### config.mk
export PLATFORM = sky130hd
export DESIGN_NAME = branch_predictor_gshare
export DESIGN_NICKNAME = d
export VERILOG_FILES = /design/src/rtl/branch_predictor_gshare_pkg.sv /design/src/rtl/branch_predictor_gshare_sat_counter.sv /design/src/rtl/branch_predictor_gshare.sv
export SDC_FILE = /design/constraint.sdc
export NUM_CORES = 1
export LEC_CHECK = 0
export ABC_AREA = 1
export CORE_ASPECT_RATIO = 0.6
export CORE_MARGIN = 3
export CORE_UTILIZATION = 45
export DETAILED_ROUTE_END_ITERATION = 6
export PLACE_DENSITY = 0.71
export SETUP_SLACK_MARGIN = 0.1
export SLEW_MARGIN = 20
export SYNTH_ARGS = -nofsm -noshare
export SYNTH_HDL_FRONTEND = slang
export SYNTH_SLANG_ARGS = --single-unit
export TNS_END_PERCENT = 5
### constraint.sdc
create_clock -name clk -period 14.5 [get_ports clk]
set_clock_uncertainty 0.05 [all_clocks]
set_input_delay 1.45 -clock clk [delete_from_list [all_inputs] [get_ports clk]]
set_output_delay 1.45 -clock clk [all_outputs]
set_load 0.005 [all_outputs]
### src/rtl/branch_predictor_gshare_pkg.sv
// Shared defaults and state encoding for the gshare branch predictor.
package branch_predictor_gshare_pkg;

   localparam int DEF_XLEN    = 32;
   localparam int DEF_IDX_W   = 8;
   localparam int DEF_CNT_W   = 2;
   localparam int DEF_HIST_W  = 8;
   localparam int DEF_IDX_LSB = 2;
   localparam int DEF_GSHARE  = 1;

   // INIT sweeps the pattern table; RUN serves predictions and updates.
   typedef enum logic {
      ST_INIT = 1'b0,
      ST_RUN  = 1'b1
   } bp_state_e;

endpackage

### src/rtl/branch_predictor_gshare_sat_counter.sv
// Saturating up/down counter step used for pattern-table updates.
module sat_counter #(
   parameter int CNT_W = 2
) (
   input  logic [CNT_W-1:0] value,
   input  logic             inc,
   output logic [CNT_W-1:0] next
);

   // Step toward taken or not-taken, holding at the rails.
   always_comb begin
      next = value;
      if (inc) begin
         if (value != '1) next = value + CNT_W'(1);
      end else begin
         if (value != '0) next = value - CNT_W'(1);
      end
   end

endmodule

### src/rtl/branch_predictor_gshare.sv
// Gshare / bimodal branch predictor with speculative global history,
// commit-time counter training and accuracy statistics.
module branch_predictor_gshare
   import branch_predictor_gshare_pkg::*;
#(
   parameter int XLEN    = DEF_XLEN,
   parameter int IDX_W   = DEF_IDX_W,
   parameter int CNT_W   = DEF_CNT_W,
   parameter int HIST_W  = DEF_HIST_W,
   parameter int IDX_LSB = DEF_IDX_LSB,
   parameter int GSHARE  = DEF_GSHARE
) (
   input  logic              clk,
   input  logic              rst_n,
   input  logic              fet_valid,
   input  logic [XLEN-1:0]   fet_inst_addr,
   output logic              bp_ready,
   output logic              bp_pred,
   output logic [HIST_W-1:0] bp_ghr,
   input  logic              rob_bp_enable,
   input  logic [XLEN-1:0]   rob_bp_inst_addr,
   input  logic              rob_bp_jump,
   input  logic              rob_bp_correct,
   input  logic [HIST_W-1:0] rob_bp_ghr,
   output logic [XLEN-1:0]   bp_correct_cnt,
   output logic [XLEN-1:0]   bp_total_cnt
);

   localparam int              ENTRIES  = 1 << IDX_W;
   localparam logic [CNT_W-1:0] CNT_INIT = CNT_W'((1 << (CNT_W - 1)) - 1);

   bp_state_e         state_q, state_d;
   logic [IDX_W-1:0]  init_idx_q, init_idx_d;
   logic [HIST_W-1:0] ghr_q, ghr_d;
   logic [XLEN-1:0]   total_q, total_d;
   logic [XLEN-1:0]   correct_q, correct_d;
   logic [CNT_W-1:0]  pht_q [ENTRIES];

   logic [IDX_W-1:0]  fet_idx, upd_idx;
   logic [CNT_W-1:0]  fet_cnt, upd_cnt, upd_next;
   logic              wr_en;
   logic [IDX_W-1:0]  wr_idx;
   logic [CNT_W-1:0]  wr_data;
   logic              unused_addr_bits;

   // Only the index field of each PC matters; fold the rest away.
   assign unused_addr_bits = ^{fet_inst_addr, rob_bp_inst_addr};

   generate
      if (GSHARE != 0) begin : g_gshare
         assign fet_idx = fet_inst_addr[IDX_LSB +: IDX_W] ^ IDX_W'(ghr_q);
         assign upd_idx = rob_bp_inst_addr[IDX_LSB +: IDX_W] ^ IDX_W'(rob_bp_ghr);
      end else begin : g_bimodal
         assign fet_idx = fet_inst_addr[IDX_LSB +: IDX_W];
         assign upd_idx = rob_bp_inst_addr[IDX_LSB +: IDX_W];
      end
   endgenerate

   // Both reads see the table as it stood before this edge's write.
   assign fet_cnt  = pht_q[fet_idx];
   assign upd_cnt  = pht_q[upd_idx];

   assign bp_ready       = (state_q == ST_RUN);
   assign bp_pred        = bp_ready & fet_cnt[CNT_W-1];
   assign bp_ghr         = bp_ready ? ghr_q : '0;
   assign bp_total_cnt   = total_q;
   assign bp_correct_cnt = correct_q;

   sat_counter #(
      .CNT_W (CNT_W)
   ) u_sat (
      .value (upd_cnt),
      .inc   (rob_bp_jump),
      .next  (upd_next)
   );

   // Next-state: table sweep in INIT; training, history and statistics in RUN.
   always_comb begin
      state_d    = state_q;
      init_idx_d = init_idx_q;
      ghr_d      = ghr_q;
      total_d    = total_q;
      correct_d  = correct_q;
      wr_en      = 1'b0;
      wr_idx     = upd_idx;
      wr_data    = upd_next;
      case (state_q)
         ST_INIT: begin
            wr_en      = 1'b1;
            wr_idx     = init_idx_q;
            wr_data    = CNT_INIT;
            init_idx_d = init_idx_q + IDX_W'(1);
            if (&init_idx_q) state_d = ST_RUN;
         end
         ST_RUN: begin
            wr_en = rob_bp_enable;
            if (rob_bp_enable) begin
               total_d = total_q + XLEN'(1);
               if (rob_bp_correct) correct_d = correct_q + XLEN'(1);
            end
            // A mispredict repairs history from the fetch snapshot and wins
            // over any speculative shift in the same cycle.
            if (rob_bp_enable && !rob_bp_correct) begin
               ghr_d = HIST_W'({rob_bp_ghr, rob_bp_jump});
            end else if (fet_valid) begin
               ghr_d = HIST_W'({ghr_q, bp_pred});
            end
         end
         default: state_d = ST_INIT;
      endcase
   end

   // Control registers with synchronous active-low reset.
   always_ff @(posedge clk) begin
      if (!rst_n) begin
         state_q    <= ST_INIT;
         init_idx_q <= '0;
         ghr_q      <= '0;
         total_q    <= '0;
         correct_q  <= '0;
      end else begin
         state_q    <= state_d;
         init_idx_q <= init_idx_d;
         ghr_q      <= ghr_d;
         total_q    <= total_d;
         correct_q  <= correct_d;
      end
   end

   // Pattern table write port; contents are rebuilt by the INIT sweep.
   always_ff @(posedge clk) begin
      if (rst_n && wr_en) pht_q[wr_idx] <= wr_data;
   end

endmodule

==> results by group <==
Synthesis
  • YS warnings: 0
  • Mapped cell area: 0.0284 mm²
  • Top post-synthesis cells by area: edfxtp_1 (54%), nand3_1 (14%), nand2_1 (12%), dfxtp_1 (5.7%), nor2_1 (4.3%)
  • Mux contribution to synthesized area: 0%
  • Synth Instances: between 3000 and 4000
  • Synth Register Bits: 593
  • Synthesized netlist net count: about 3200
  • Largest family of logic cells by synthesized area: simple AND/OR/NAND/NOR gates
  • Asr flop ratio synth: 0%
  • Synth top area share: between 50% and 60%
  • Syn_area_per_cell: approximately 9.0 µm²
  • Post-synth EDFFs: between 500 and 600
  • Synth Flop Type: edfxtp_1
  • Adder-cell share of the synthesized area: less than 1%
  • Synth Area in Compound Gates: between 2 and 2.5%
  • Distinct cell type count after synthesis: 44
  • Simple-Gate Fraction of Synth Area: around a third
  • Area leader, netlist: edfxtp_1
  • Seq/Total Area, Yosys: around three fifths
  • XOR/XNOR Fraction of Synth Area: less than 1%

Die
  • Die width: roughly 330 µm
  • Die height: 201 µm
  • Core area: between 0.06 and 0.07 mm²
  • I/O Pins: 152
  • # rows: 70
  • Die ar.: approximately 0.066 mm²
  • Initial core utilization: between 40% and 50%

Placed design
  • RePlAce Congestion: 0.890
  • DP HPWL: between 50000 and 60000 µm
  • PortBufs: approximately 100

Worst setup path
  • Reg2reg start: pht_q[199][1]
  • Crit. path cell count: 21
  • Data arrival, critical path: 8.18 ns
  • Worst reg-to-reg path cell count: 14
  • CP max stage cell: buf_4
  • CP dominant cell by count: nand3_1
  • Crit-path max cell delay: around 0.86 ns
  • Setup crit start: rob_bp_ghr[0]
  • Worst Path Max Fanout: about 130
  • Cells along the critical path: clkdlybuf4s50_1, inv_1, nand2_1, nand2_4, inv_8, buf_4, buf_4, nand2_1, nand3_1, nand3_1, nand3_1, nand3_1, nand3_1, nand3_1, nand3_1, nand2_1, nand2_1, nand2_1, a21oi_4, buf_4, buf_4
  • Crit path launch type: primary input
  • Buf/Inv on CP: 7
  • Cell family with the largest share of critical-path delay: buffers and inverters
  • CP endpoint kind: register
  • Worst endpoint required time: about 15 ns
  • CP Class: in2reg

Routing
  • DR iter-0 viols: ~4200
  • DRT Wirelength: between 90000 and 100000 µm
  • Detailed-route DRC error count: 0
  • DRT Pass-1 Iters: 6
  • Via count: between 20000 and 25000
  • Vias per inst: around 6
  • Drt wl/cell: approximately 22 µm
  • Final ANT Viol Nets: 0

CTS
  • Sink Count: about 590
  • CTS Buf Count: 52
  • Post-CTS Hold Buffers: 0
  • Postcts setup bufs: 0
  • CTS Buffer Depth: 3
  • H-tree depth: 2
  • Post-CTS sizing: 0
  • Clock Latency Late Sink: ~0.60 ns
  • CTS tree: done
  • Worst-path clk slew: 0.07 ns
  • Root buffer cell: clkbuf_16

Global routing
  • All-Layer GR Usage: a little over a quarter
  • First-pass GRT wire length: roughly 140000 µm
  • Largest net degree at the start of global routing: around 130
  • Remaining Overflow, GRT: 0
  • Vias in the first global route: between 20000 and 25000
  • Number of antenna violations at the first check in global routing: 0

Power
  • Static Leakage: between 10 and 15 nW
  • Max IR drop VDD: 0.109 mV
  • PwrDens: 116 mW/mm²

Hold path
  • Hold Crit Depth: 2
  • Type of the most critical hold path: reg2reg
  • Min-delay src: init_idx_q[7]

STA
  • Fin crit share: between 50 and 60%
  • Least-Margin Pin Slew: roughly 1.2 ns
  • Max Clk Rate: ~130 MHz
  • RSZ-0062 raised after global routing: false
  • Final Hold Vio Count: 0
  • Max-slew violation count: 0
  • Worst rel slew slack: around 17%
  • Final period demand of the worst path: 7.97 ns
  • Endpoints failing setup: 0
  • TNS Setup: 0 ns

Final layout
  • Proportion of layout cells with a drive suffix above 1: 5.22%
  • Fillcell total: 5511
  • Final nets: ~3200
  • Area delta synth->final: 12.1%
  • Final Core Density: 51.6%
  • Area occupied by multi-input gates: between 0.01 and 0.015 mm²
  • Sequential cell area: between 0.015 and 0.02 mm²
  • Diodes inserted: 0

Job
  • MaxCap Viol Count: 0

Outcome
  • Status: complete, no violations
[flip-flops by register name, summed over array words and instances (netlist names)]
signal          count
pht_q             512
bp_correct_cnt     32
bp_total_cnt       32
ghr_q               8
init_idx_q          8
bp_ready            1
[kinds of logic (layout without fill, tap and decap cells)]
logic type / after synthesis / count (layout)
flip-flops: 593 / 593
adder cells (fa/ha/maj): 3 / 3
AND/OR/NAND/NOR: 2091 / 2091
buffers and inverters: 316 / 368
AO/OA/AOI/OAI: 121 / 121
XOR/XNOR: 25 / 25
[metal layers]
metal / up-vias / GRT usage [%] / wire (µm)
met4: 0 / 7.17 / 2670
met2: 1630 / 35.5 / 35800
met1: 11300 / 40.8 / 38500
met3: 213 / 8.38 / 13300
met5: - / 0 / 0
li1: 10800 / - / -
[cell usage in the layout (no fill, tap or decap), types with 4 or more instances in the layout]
master           count
nand4_1              7
inv_2                4
nand2_1            903
xor2_1               9
nand3_1            778
inv_1              112
nor2_2               7
nor2_1             322
o21ai_0             45
nor3_2               6
nor3_1              26
nor3b_1              7
clkbuf_1            18
a21oi_1             47
bufinv_16            9
xnor2_2              5
edfxtp_1           512
a31oi_1             12
buf_4               49
clkinv_2             5
a211oi_1             5
xnor2_1              8
clkbuf_16           53
dfxtp_1             81
nor4_1              15
nand2_4              6
clkinv_1             8
clkdlybuf4s50_1    103
[worst min-delay path, delay by kind of cell, from the launching register on]
| family | cells | cell delay, ns |
|---|---|---|
| AOI/OAI and AO/OA | 1 | 0.05 |
| buffers and inverters | 1 | 0.06 |
| DFF | 1 | 0.31 |
[final timing paths]
check / slack, ns / end
setup / recovery: 6.53 / pht_q[187][1]
hold / removal: 0.42 / init_idx_q[7]
hold reg to reg: 0.42 / init_idx_q[7]
setup reg to reg: 10.51 / pht_q[187][1]
[synthesized netlist by cell type, types with 2 or more instances]
master and instances:
nand3_1 778, dfxtp_1 81, o211ai_1 3, buf_6 3, a21oi_1 48, nand2_1 904, clkbuf_1 93, nand4_1 7
a31oi_1 12, xor2_1 9, xnor2_2 2, nor2_2 7, buf_2 67, o21a_1 2, nor2_4 2, nor2_1 322
buf_4 11, ha_1 3, nand2_2 5, xnor2_1 13, a211oi_1 5, inv_1 112, and3_1 2, or3_1 2
nor3b_1 7, inv_2 6, nor3_4 2, nor3_2 6, nand2_4 3, o21ai_0 46, nor4_1 15, nand3_2 2
nor3_1 26, buf_1 22, edfxtp_1 512
[area by class of cell]
| type | count | area share, % |
|---|---|---|
| Multi-Input combinational cell | 2240 | 31.9 |
| Tap cell | 828 | 3.26 |
| Clock inverter | 23 | 1.06 |
| Inverter | 120 | 1.47 |
| Timing Repair Buffer | 153 | 4.46 |
| Clock buffer | 72 | 4.42 |
| Sequential cell | 593 | 53.4 |
[metrics by stage]
stage | instance area [µm²] | total power [mW] | hold WS (ns) | cells | setup WS [ns]
after floorplan | 28400 | 2.10 | 0.389 | 3149 | 3.16
after global placement | 30100 | 2.22 | 0.401 | 3934 | 6.24
after detailed placement | 30100 | 2.23 | 0.404 | 3934 | 6.16
after CTS | 31800 | 3.67 | 0.415 | 4029 | 6.77
after global routing | 31800 | 3.78 | 0.442 | 4029 | 6.19
final | 31800 | 3.68 | 0.415 | 4029 | 6.53
[power breakdown]
part	switching [mW]	internal (mW)	leakage (nW)
Combinational	0.277	0.102	5.18
Sequential	0.00101	1.83	5.17
Clock	0.639	0.838	0.841
Power figures use the tool's default switching activity.
